<file path="src/rtl/if_unit_pkg.sv">
// Shared CPU definitions used by the fetch stage.
//   InstrWidth : instruction / address width in bits
//   HaltOpcode : default value of Inst[15:12] that stops fetch
//   fetch_state_e : fetch FSM states
package if_unit_pkg;

    localparam int unsigned InstrWidth = 16;
    localparam logic [3:0]  HaltOpcode = 4'hF;

    typedef enum logic {
        StRun  = 1'b0,
        StHalt = 1'b1
    } fetch_state_e;

endpackage

</file>
<file path="src/rtl/if_unit_if_id_reg.sv">
// IF/ID pipeline register with its valid bit.
// Ports:
//   clk, rst_n        : clock, synchronous active-low reset
//   load              : capture instr_in/pc_in, mark valid
//   hold              : keep contents and valid unchanged
//   clear             : drop valid (contents kept); highest priority
//   instr_in, pc_in   : word and its PC (fetch address + 1)
//   instr_out, pc_out : registered word and PC to decode
//   valid_out         : registered contents are a real instruction
// With none of load/hold/clear asserted the register emits a bubble.
module if_unit_if_id_reg
    import if_unit_pkg::*;
(
    input  logic                  clk,
    input  logic                  rst_n,
    input  logic                  load,
    input  logic                  hold,
    input  logic                  clear,
    input  logic [InstrWidth-1:0] instr_in,
    input  logic [InstrWidth-1:0] pc_in,
    output logic [InstrWidth-1:0] instr_out,
    output logic [InstrWidth-1:0] pc_out,
    output logic                  valid_out
);

    logic [InstrWidth-1:0] instr_q;
    logic [InstrWidth-1:0] pc_q;
    logic                  valid_q;

    always_ff @(posedge clk) begin
        if (!rst_n) begin
            instr_q <= '0;
            pc_q    <= '0;
            valid_q <= 1'b0;
        end else if (clear) begin
            valid_q <= 1'b0;
        end else if (load) begin
            instr_q <= instr_in;
            pc_q    <= pc_in;
            valid_q <= 1'b1;
        end else if (!hold) begin
            // Nothing to deliver: bubble, data left as-is.
            valid_q <= 1'b0;
        end
    end

    assign instr_out = instr_q;
    assign pc_out    = pc_q;
    assign valid_out = valid_q;

endmodule

</file>
<file path="src/rtl/if_unit.sv">
// Instruction fetch unit: program counter, one-entry skid buffer, RUN/HALT
// FSM and the IF/ID register.
// Ports:
//   clk, rst_n                  : clock, synchronous active-low reset
//   stall                       : hold IF/ID (hazard unit)
//   branch_taken, branch_target : redirect fetch and flush younger work
//   imem_req, imem_addr         : fetch request and word address (= pc)
//   imem_rdy, imem_data         : fetch response valid and data
//   instr_out, PC_out, valid_out: IF/ID contents to decode
//   halted                      : high while in the HALT state
module if_unit
    import if_unit_pkg::*;
#(
    parameter logic [InstrWidth-1:0] RESET_PC    = 16'h0000,
    parameter logic [3:0]            HALT_OPCODE = HaltOpcode
) (
    input  logic                  clk,
    input  logic                  rst_n,
    input  logic                  stall,
    input  logic                  branch_taken,
    input  logic [InstrWidth-1:0] branch_target,
    output logic                  imem_req,
    output logic [InstrWidth-1:0] imem_addr,
    input  logic                  imem_rdy,
    input  logic [InstrWidth-1:0] imem_data,
    output logic [InstrWidth-1:0] instr_out,
    output logic [InstrWidth-1:0] PC_out,
    output logic                  valid_out,
    output logic                  halted
);

    fetch_state_e          state_q, state_d;
    logic [InstrWidth-1:0] pc_q, pc_d;
    logic                  buf_valid_q, buf_valid_d;
    logic [InstrWidth-1:0] buf_instr_q, buf_instr_d;
    logic [InstrWidth-1:0] buf_pc_q, buf_pc_d;

    logic                  accept;
    logic                  fetch_halt;
    logic [InstrWidth-1:0] pc_inc;

    logic                  ifid_load;
    logic                  ifid_hold;
    logic                  ifid_clear;
    logic [InstrWidth-1:0] ifid_instr;
    logic [InstrWidth-1:0] ifid_pc;

    // Request is gated by rst_n so a response during reset is never accepted,
    // and by branch_taken so a same-cycle response is discarded.
    assign imem_req   = rst_n && (state_q == StRun) && !buf_valid_q && !branch_taken;
    assign imem_addr  = pc_q;
    assign accept     = imem_req && imem_rdy;
    assign fetch_halt = (imem_data[InstrWidth-1:InstrWidth-4] == HALT_OPCODE);
    assign pc_inc     = pc_q + 16'd1;  // wraps FFFF -> 0000
    assign halted     = (state_q == StHalt);

    always_comb begin
        state_d     = state_q;
        pc_d        = pc_q;
        buf_valid_d = buf_valid_q;
        buf_instr_d = buf_instr_q;
        buf_pc_d    = buf_pc_q;
        ifid_load   = 1'b0;
        ifid_hold   = 1'b0;
        ifid_clear  = 1'b0;
        ifid_instr  = imem_data;
        ifid_pc     = pc_inc;

        if (branch_taken) begin
            state_d     = StRun;
            pc_d        = branch_target;
            buf_valid_d = 1'b0;
            ifid_clear  = 1'b1;
        end else begin
            ifid_hold = stall;
            if (accept) begin
                // A halt word is still delivered but leaves pc on itself.
                if (fetch_halt) begin
                    state_d = StHalt;
                end else begin
                    pc_d = pc_inc;
                end
                if (stall) begin
                    buf_valid_d = 1'b1;
                    buf_instr_d = imem_data;
                    buf_pc_d    = pc_inc;
                end else begin
                    ifid_load = 1'b1;
                end
            end else if (buf_valid_q && !stall) begin
                // Buffer drains in either state; accept implies empty buffer.
                ifid_load   = 1'b1;
                ifid_instr  = buf_instr_q;
                ifid_pc     = buf_pc_q;
                buf_valid_d = 1'b0;
            end
        end
    end

    always_ff @(posedge clk) begin
        if (!rst_n) begin
            state_q     <= StRun;
            pc_q        <= RESET_PC;
            buf_valid_q <= 1'b0;
            buf_instr_q <= '0;
            buf_pc_q    <= '0;
        end else begin
            state_q     <= state_d;
            pc_q        <= pc_d;
            buf_valid_q <= buf_valid_d;
            buf_instr_q <= buf_instr_d;
            buf_pc_q    <= buf_pc_d;
        end
    end

    if_unit_if_id_reg u_if_id_reg (
        .clk       (clk),
        .rst_n     (rst_n),
        .load      (ifid_load),
        .hold      (ifid_hold),
        .clear     (ifid_clear),
        .instr_in  (ifid_instr),
        .pc_in     (ifid_pc),
        .instr_out (instr_out),
        .pc_out    (PC_out),
        .valid_out (valid_out)
    );

endmodule

</file>
<file path="config.mk">
export PLATFORM = sky130hd
export DESIGN_NAME = if_unit
export DESIGN_NICKNAME = d
export VERILOG_FILES = /design/src/rtl/if_unit_pkg.sv /design/src/rtl/if_unit_if_id_reg.sv /design/src/rtl/if_unit.sv
export SDC_FILE = /design/constraint.sdc
export NUM_CORES = 1
export LEC_CHECK = 0
export CORE_MARGIN = 2
export CORE_UTILIZATION = 50
export CTS_CLUSTER_SIZE = 28
export DETAILED_ROUTE_END_ITERATION = 10
export GPL_TIMING_DRIVEN = 1
export MAX_ROUTING_LAYER = met4
export PLACE_DENSITY = 0.8
export SLEW_MARGIN = 20
export SYNTH_ARGS = -nofsm -noshare
export SYNTH_HDL_FRONTEND = slang
export SYNTH_SLANG_ARGS = --single-unit
</file>
<file path="constraint.sdc">
create_clock -name clk -period 2.77 [get_ports clk]
set_clock_uncertainty 0.1 [all_clocks]
set_input_delay 0.277 -clock clk [delete_from_list [all_inputs] [get_ports clk]]
set_output_delay 0.277 -clock clk [all_outputs]
set_load 0.005 [all_outputs]
</file>
==> results.md, run 1 <==
* Outcome: finished clean
* CP startpoint kind: input port
* Placed wire-length estimate at ~7400 µm
* Post-synth EDFFs at 0
* R2R Setup Slk at approximately 0.4 ns
* Syn Area/Cell at ~8 µm²
* Simple-Gate Fraction of Synth Area at 0.253
* Gpl congestion at between 0.9 and 1
* Hold Path End: buf_instr_q[7]
* Initial antenna violation count at 0
* Via Count at 3830
* Clk slew on worst S/H paths at around 0.080 ns
* Total wire length at between 10000 and 15000 µm
* WP buf/inv at 2
* TritonCTS clock tree: yes
* WHS Path Cells at 2
* Hold buffers post-CTS at 0
* Multiplexer area fraction after synthesis at 0.00520
* Die X at a little over 90 µm
* WL met1 at approximately 4700 µm
* Synth Flop Type: dfxtp_1
* Initial core utilization at 0.506
* Core Region at 7610 µm²
* Die area at roughly 8400 µm²
* Synth Area in Compound Gates at 0.231
* Setup WS post-layout at slightly below 0.4 ns
* Worst setup EP type: output port
* Seq/Total Area, Yosys at 0.431
* Ant diodes at 0
* Post-CTS Resized at 0
* RR Startpoint: imem_addr[1]
* Dpl ws at roughly 0.27 ns
* Routed len/inst at 15.7 µm
* Highest Signal Layer: met4
* Total Power at between 2 and 2.5 mW
* Max Cap Violations at 0
* Worst-path cell chain: clkdlybuf4s50_1 -> or3b_1 -> nor2_1 -> clkdlybuf4s50_1
* Drt via density at ~5.8
* Clk_lat worst skew at approximately 0.36 ns
* CTS max path bufs at 2
* Top cell by count, worst path: clkdlybuf4s50_1
* TritonCTS Buffers at 9
* Standard-cell rows at 32
* Tmin final at approximately 2.4 ns
* Hold_ws at roughly 0.36 ns
* CP required at 2.39 ns
* Worst-path maximum fanout at 7
* Adder-Cell Fraction of Synth Area at 0.00325
* Port bufs at 87
* # nets final at around 600
* Top-area cell type share of the netlist area at 0.431
* Slew @ Worst Pin at between 0.7 and 0.8 ns
* Setup TNS at 0 ns
* DRT Pass-1 Iters at 5
* Synthesis-to-layout area growth at 31.2%
* DR iter-0 viols at ~300
* Crit path arrival time at between 2 and 2.5 ns
* Worst Reg-to-Reg Cells at 5
* Worst path top cell family by delay: buffers and inverters
* Ys async rst share at 0
* Synth Instances at ~480
* XOR/XNOR Fraction of Synth Area at 0.0205
* Top post-synthesis cells by area: dfxtp_1 43%, nand2_1 9.2%, a21oi_1 4.5%
* F_max at about 420 MHz
* Largest net degree at the start of global routing at 43
* RSZ-0062 raised after global routing: no
* Yosys warns at 0
* Peak VDD IR at 0.280 mV
* Largest family of logic cells by synthesized area: simple AND/OR/NAND/NOR gates
* Global-route wire length before repair at approximately 17000 µm
* Met2 routed WL at ~5000 µm
* Synthesized cell area at approximately 3900 µm²
* Slowest stage delay, CP at around 0.56 ns
* Reg2Reg Capture Point: u_if_id_reg.pc_out[12]
* Syn_nets at 520
* Layout Utilization at 0.664
* Final-report hold violation count at 0
* Overflow after GRT at 0
* CTS root buf: clkbuf_8
* Power Dens Cells at just under 500 nW/µm²
* Slew margin rel. at 0.485
* Setup CP Type: in -> out
* Tot GR Track Use at 0.256
* Setup bufs post-CTS at 0
* LEAKAGE at 1.76 nW
* Ratio of cells with drive above 1 in the final layout at 0.0887
* CTS sink count at between 80 and 90
* CP max-delay cell: clkdlybuf4s50_1
* Hold path startpoint: buf_instr_q[7]
* CTS HTree Levels at 3
* DRC Markers at 0
* Period utilisation layout at 0.860
* Synth Register Bits at 83
* Synth area leader: dfxtp_1
* Die Y at between 90 and 100 µm
* Metal3 WL at approximately 600 µm
* Vias in the first global route at roughly 3600
* Final setup fails at 0
* Hold Path Class: reg -> reg
* IO Count at around 90
* Post-DRT Antenna Nets at 0
* Synth cell types at 57
* Max-slew violation count at 0
[worst reg2reg max path: cells and delay by family, from the launching register on]
kind | cells | cell delay, ns
simple gates | 2 | 0.89
flops | 1 | 0.45
fa+ha+maj | 1 | 0.34
xor+xnor | 1 | 0.32
compound gates | 1 | 0.14
[layer usage]
| layer | up-vias | global-route usage |
|---|---|---|
| met1 | 1795 | 0.332 |
| met5 | - | - |
| met4 | 0 | 0.0945 |
| met2 | 137 | 0.414 |
| met3 | 13 | 0.0304 |
| li1 | 1885 | - |
[cells by family after synthesis]
logic type               Yosys count
flip-flops                        83
adder cells (fa/ha/maj)            1
AO/OA/AOI/OAI                    127
buffers and inverters             50
AND/OR/NAND/NOR                  210
XOR/XNOR                           9
multiplexers                       2
[cells in the mapped netlist, types with 3 or more instances]
master,count
nand2b_1,3
o221ai_1,3
dfxtp_1,83
nor2b_1,4
nand4_1,4
o211ai_1,3
nand2_1,94
nor3_1,20
xnor2_1,6
xor2_1,3
a22oi_1,5
a211oi_1,4
nor4_1,5
o21ai_0,16
inv_1,7
o22ai_1,5
and3_1,5
o41ai_1,3
o31a_1,3
o21ai_1,4
o21a_1,5
o31ai_1,4
buf_2,9
nor2_1,41
nand3_1,17
clkbuf_1,30
a21oi_1,35
a311oi_1,17
[worst max-delay path by stage]
| stage | startpoint | depth (start not counted) | slack, ns | endpoint |
|---|---|---|---|---|
| after global routing | imem_addr[1] | 5 | 0.32 | u_if_id_reg.pc_out[12] |
| after global placement | rst_n | 5 | 0.33 | imem_addr[13] |
| after floorplan | imem_addr[0] | 5 | 0.76 | imem_addr[12] |
| after CTS | buf_valid_q | 3 | 0.38 | imem_req |
| final | rst_n | 4 | 0.39 | imem_req |
| after detailed placement | rst_n | 5 | 0.27 | imem_addr[14] |
[state kept, by name (all words and copies together), names as in the netlist]
register and cells:
u_if_id_reg.instr_out 16, buf_instr_q 16, halted 1, u_if_id_reg.valid_out 1
buf_valid_q 1, buf_pc_q 16, imem_addr 16, u_if_id_reg.pc_out 16
[placed cells by master (no fill, tap or decap), types with 3 or more instances in the layout]
| cell type | n |
|---|---|
| nor3_1 | 20 |
| a311oi_1 | 17 |
| nand2b_1 | 3 |
| inv_1 | 7 |
| nand4_1 | 4 |
| o211ai_1 | 3 |
| inv_6 | 3 |
| a22oi_1 | 5 |
| o31ai_1 | 4 |
| o21ai_0 | 16 |
| nand3_1 | 17 |
| nor4_1 | 5 |
| a211oi_1 | 4 |
| a21oi_1 | 35 |
| xnor2_1 | 6 |
| o221ai_1 | 3 |
| o41ai_1 | 3 |
| o21ai_1 | 4 |
| buf_4 | 21 |
| nand2_1 | 94 |
| xor2_1 | 3 |
| clkdlybuf4s50_1 | 87 |
| dfxtp_1 | 83 |
| o31a_1 | 3 |
| nor2b_1 | 4 |
| o21a_1 | 5 |
| clkbuf_8 | 9 |
| nor2_1 | 41 |
| o22ai_1 | 5 |
| and3_1 | 5 |
[stage by stage]
stage          cell area [µm²]  std cells
6_report                  5050        666
5_1_grt                   5050        666
4_1_cts                   5050        666
3_5_place_dp              4850        650
3_3_place_gp              4850        650
2_1_floorplan             3850        482
[where the power goes]
group	total (mW)	switching (mW)	internal (mW)
sequential	1.27	0.0401	1.23
clock	0.906	0.474	0.432
combinational	0.323	0.152	0.171
[final cells by class]
class	count	area, µm²
clock buffer	9	124
inverter	7	26.3
fill	658	2550
clock inverter	7	82.6
sequential	83	1660
tap	102	128
timing repair buffer	109	1050
multi-input combinational	349	1980
(Power assumes the default switching activity.)
==> inputs of run 2 (changes only) <==
--- a/config.mk
+++ b/config.mk
@@ -6,12 +6,11 @@
 export NUM_CORES = 1
 export LEC_CHECK = 0
 export CORE_MARGIN = 2
-export CORE_UTILIZATION = 50
+export CORE_UTILIZATION = 34
 export CTS_CLUSTER_SIZE = 28
 export DETAILED_ROUTE_END_ITERATION = 10
-export GPL_TIMING_DRIVEN = 1
+export GPL_TIMING_DRIVEN = 0
 export MAX_ROUTING_LAYER = met4
-export PLACE_DENSITY = 0.8
 export SLEW_MARGIN = 20
 export SYNTH_ARGS = -nofsm -noshare
 export SYNTH_HDL_FRONTEND = slang
==> run 2 against run 1 <==
Design area increased by 2.3%. Clock-buffer cell count is the same. Wire length rose by 19%. Power increased by 11%. Via count up 3.5%. Cell count is 8.6% higher. Critical path depth is 1 higher. Sequential power hardly changed. Global-route usage down 4.8 points. Fmax down 4.2%. Setup slack got worse by 0.10 ns. Combinational power increased by 2%.
==> results.md, run 2 (synthesis results as in run 1) <==
* CTS sink count at between 80 and 90
* DRC Markers at 0
* Placed cell areas at about 5000 µm²
* Max Cap Violations at 0
* Via Count at around 4000
* Die X at ~110 µm
* Gpl congestion at roughly 0.9
* Final-report hold violation count at 0
* Die Y at 110 µm
* Highest Signal Layer: met4
* Period utilisation layout at 0.898
* Clk_lat worst skew at ~0.34 ns
* Gate power share at 0.119
* Ratio of cells with drive above 1 in the final layout at 0.0669
* DRT Pass-1 Iters at 5
* Routed len/inst at roughly 17 µm
* Die area at around 12000 µm²
* Synthesis-to-layout area growth at 34.2%
* TritonCTS Buffers at 9
* Vias in the first global route at between 3000 and 4000
* Slew @ Worst Pin at around 1.0 ns
* LEAKAGE at approximately 1.8 nW
* Initial antenna violation count at 0
* CP startpoint kind: flop
* TritonCTS clock tree: yes
* Ant diodes at 0
* Switching share of power at 0.266
* Cell-internal power at around 2.0 mW
* Part of the power in registers at 0.460
* Standard-cell rows at 38
* Setup TNS at 0 ns
* Post-DRT Antenna Nets at 0
* Drt via density at 5.48
* Hold buffers post-CTS at 0
* CTS max path bufs at 2
* CTS HTree Levels at 3
* Clk slew on worst S/H paths at 0.07 ns
* Filler cell count at 1093
* DR iter-0 viols at 331
* Worst-path maximum fanout at 10
* RSZ-0062 raised after global routing: no
* Setup CP Type: reg -> reg
* Max-slew violation count at 0
* Global-route wire length before repair at 20000 µm
* Total wire length at 12400 µm
* WL met1 at around 5800 µm
* Placed wire-length estimate at about 9000 µm
* Outcome: finished clean
* Largest net degree at the start of global routing at 18
* Peak VDD IR at about 0.35 mV
* IO Count at 88
* Tot GR Track Use at 0.208
* Most frequent cells in the layout: 94 x nand2_1, 85 x clkdlybuf4s50_1, 83 x dfxtp_1, 41 x nor2_1, 35 x a21oi_1
* Clock power share at 0.421
* # nets final at between 600 and 700
* Final Instance Area at between 5000 and 6000 µm²
* Tmin final at 2.49 ns
* Final setup fails at 0
* Overflow after GRT at 0
* Setup bufs post-CTS at 0
* Psw at about 0.74 mW
* Metal3 WL at 747 µm
* Slew margin rel. at 0.312
* Hold Path Class: in -> reg
* Commonest non-fill, non-tap cell in the layout: nand2_1
* Core Region at around 11000 µm²
* Crit path arrival time at between 2 and 3 ns
* Met2 routed WL at ~5600 µm
* Post-CTS Resized at 0
* Initial core utilization at 0.352
* Power Dens Cells at around 530 nW/µm²
* Worst setup EP type: flop
* F_max at 402 MHz
* CP required at roughly 2.9 ns
* CTS root buf: clkbuf_16
* Port bufs at 85
## run 2: cell types whose count changed in the layout (fill, tap and decap cells not counted), sizes merged
cell           previous run  this run
clkbuf                    9        39
buf                      22        13
clkdlybuf4s50            87        85
bufinv                    1         0
clkinv                    0         1
clkinvlp                  2         1
inv                      11        12
## run 2: per-layer routing
| layer | track usage | vias up |
|---|---|---|
| met5 | - | - |
| met3 | 0.0285 | 16 |
| met2 | 0.323 | 154 |
| met4 | 0.0600 | 0 |
| li1 | - | 1926 |
| met1 | 0.283 | 1867 |
## run 2: cell type report
cell class,instances,area (µm²),share of cell area
plain buffers,43,188,0.0363
clock buffers,9,225,0.0436
clock inverters,7,65.1,0.0126
inverters,7,26.3,0.00508
multi-input cells,349,1980,0.382
flip-flops and latches,83,1660,0.321
well taps,140,175,0.0339
repair buffers,85,851,0.165
## run 2: power groups by stage
stage,clock network (mW),registers [mW],logic [mW]
floorplan,0,1.29,0.158
global placement,0,1.30,0.325
detailed placement,0,1.30,0.327
CTS,1.18,1.27,0.330
global route,1.24,1.28,0.360
finish,1.16,1.27,0.330
## run 2: path summary, 6_finish.rpt
kind	start	to	cells past startpoint	slack [ns]
setup / recovery	imem_addr[0]	u_if_id_reg.pc_out[12]	5	0.28
hold / removal	stall	buf_valid_q	2	0.19
setup reg to reg	imem_addr[0]	u_if_id_reg.pc_out[12]	5	0.28
hold reg to reg	buf_instr_q[13]	buf_instr_q[13]	2	0.35
## run 2: per-stage QoR
stage | cells | setup WS, ns | total power, mW | util | hold WS [ns]
final | 723 | 0.283 | 2.76 | 0.473 | 0.190
after global routing | 723 | 0.130 | 2.88 | 0.473 | 0.201
after CTS | 723 | 0.313 | 2.78 | 0.473 | 0.191
after detailed placement | 707 | 0.185 | 1.62 | 0.446 | 0.347
after global placement | 707 | 0.227 | 1.62 | 0.446 | 0.343
after floorplan | 482 | 0.756 | 1.45 | - | 0.313
## run 2: worst max-delay path: stages (launching register included)
cell,delay [ns]
dfxtp_1,0.50
ha_1,0.35
nand3_2,0.27
or4_1,0.64
xor2_1,0.34
o32ai_1,0.15
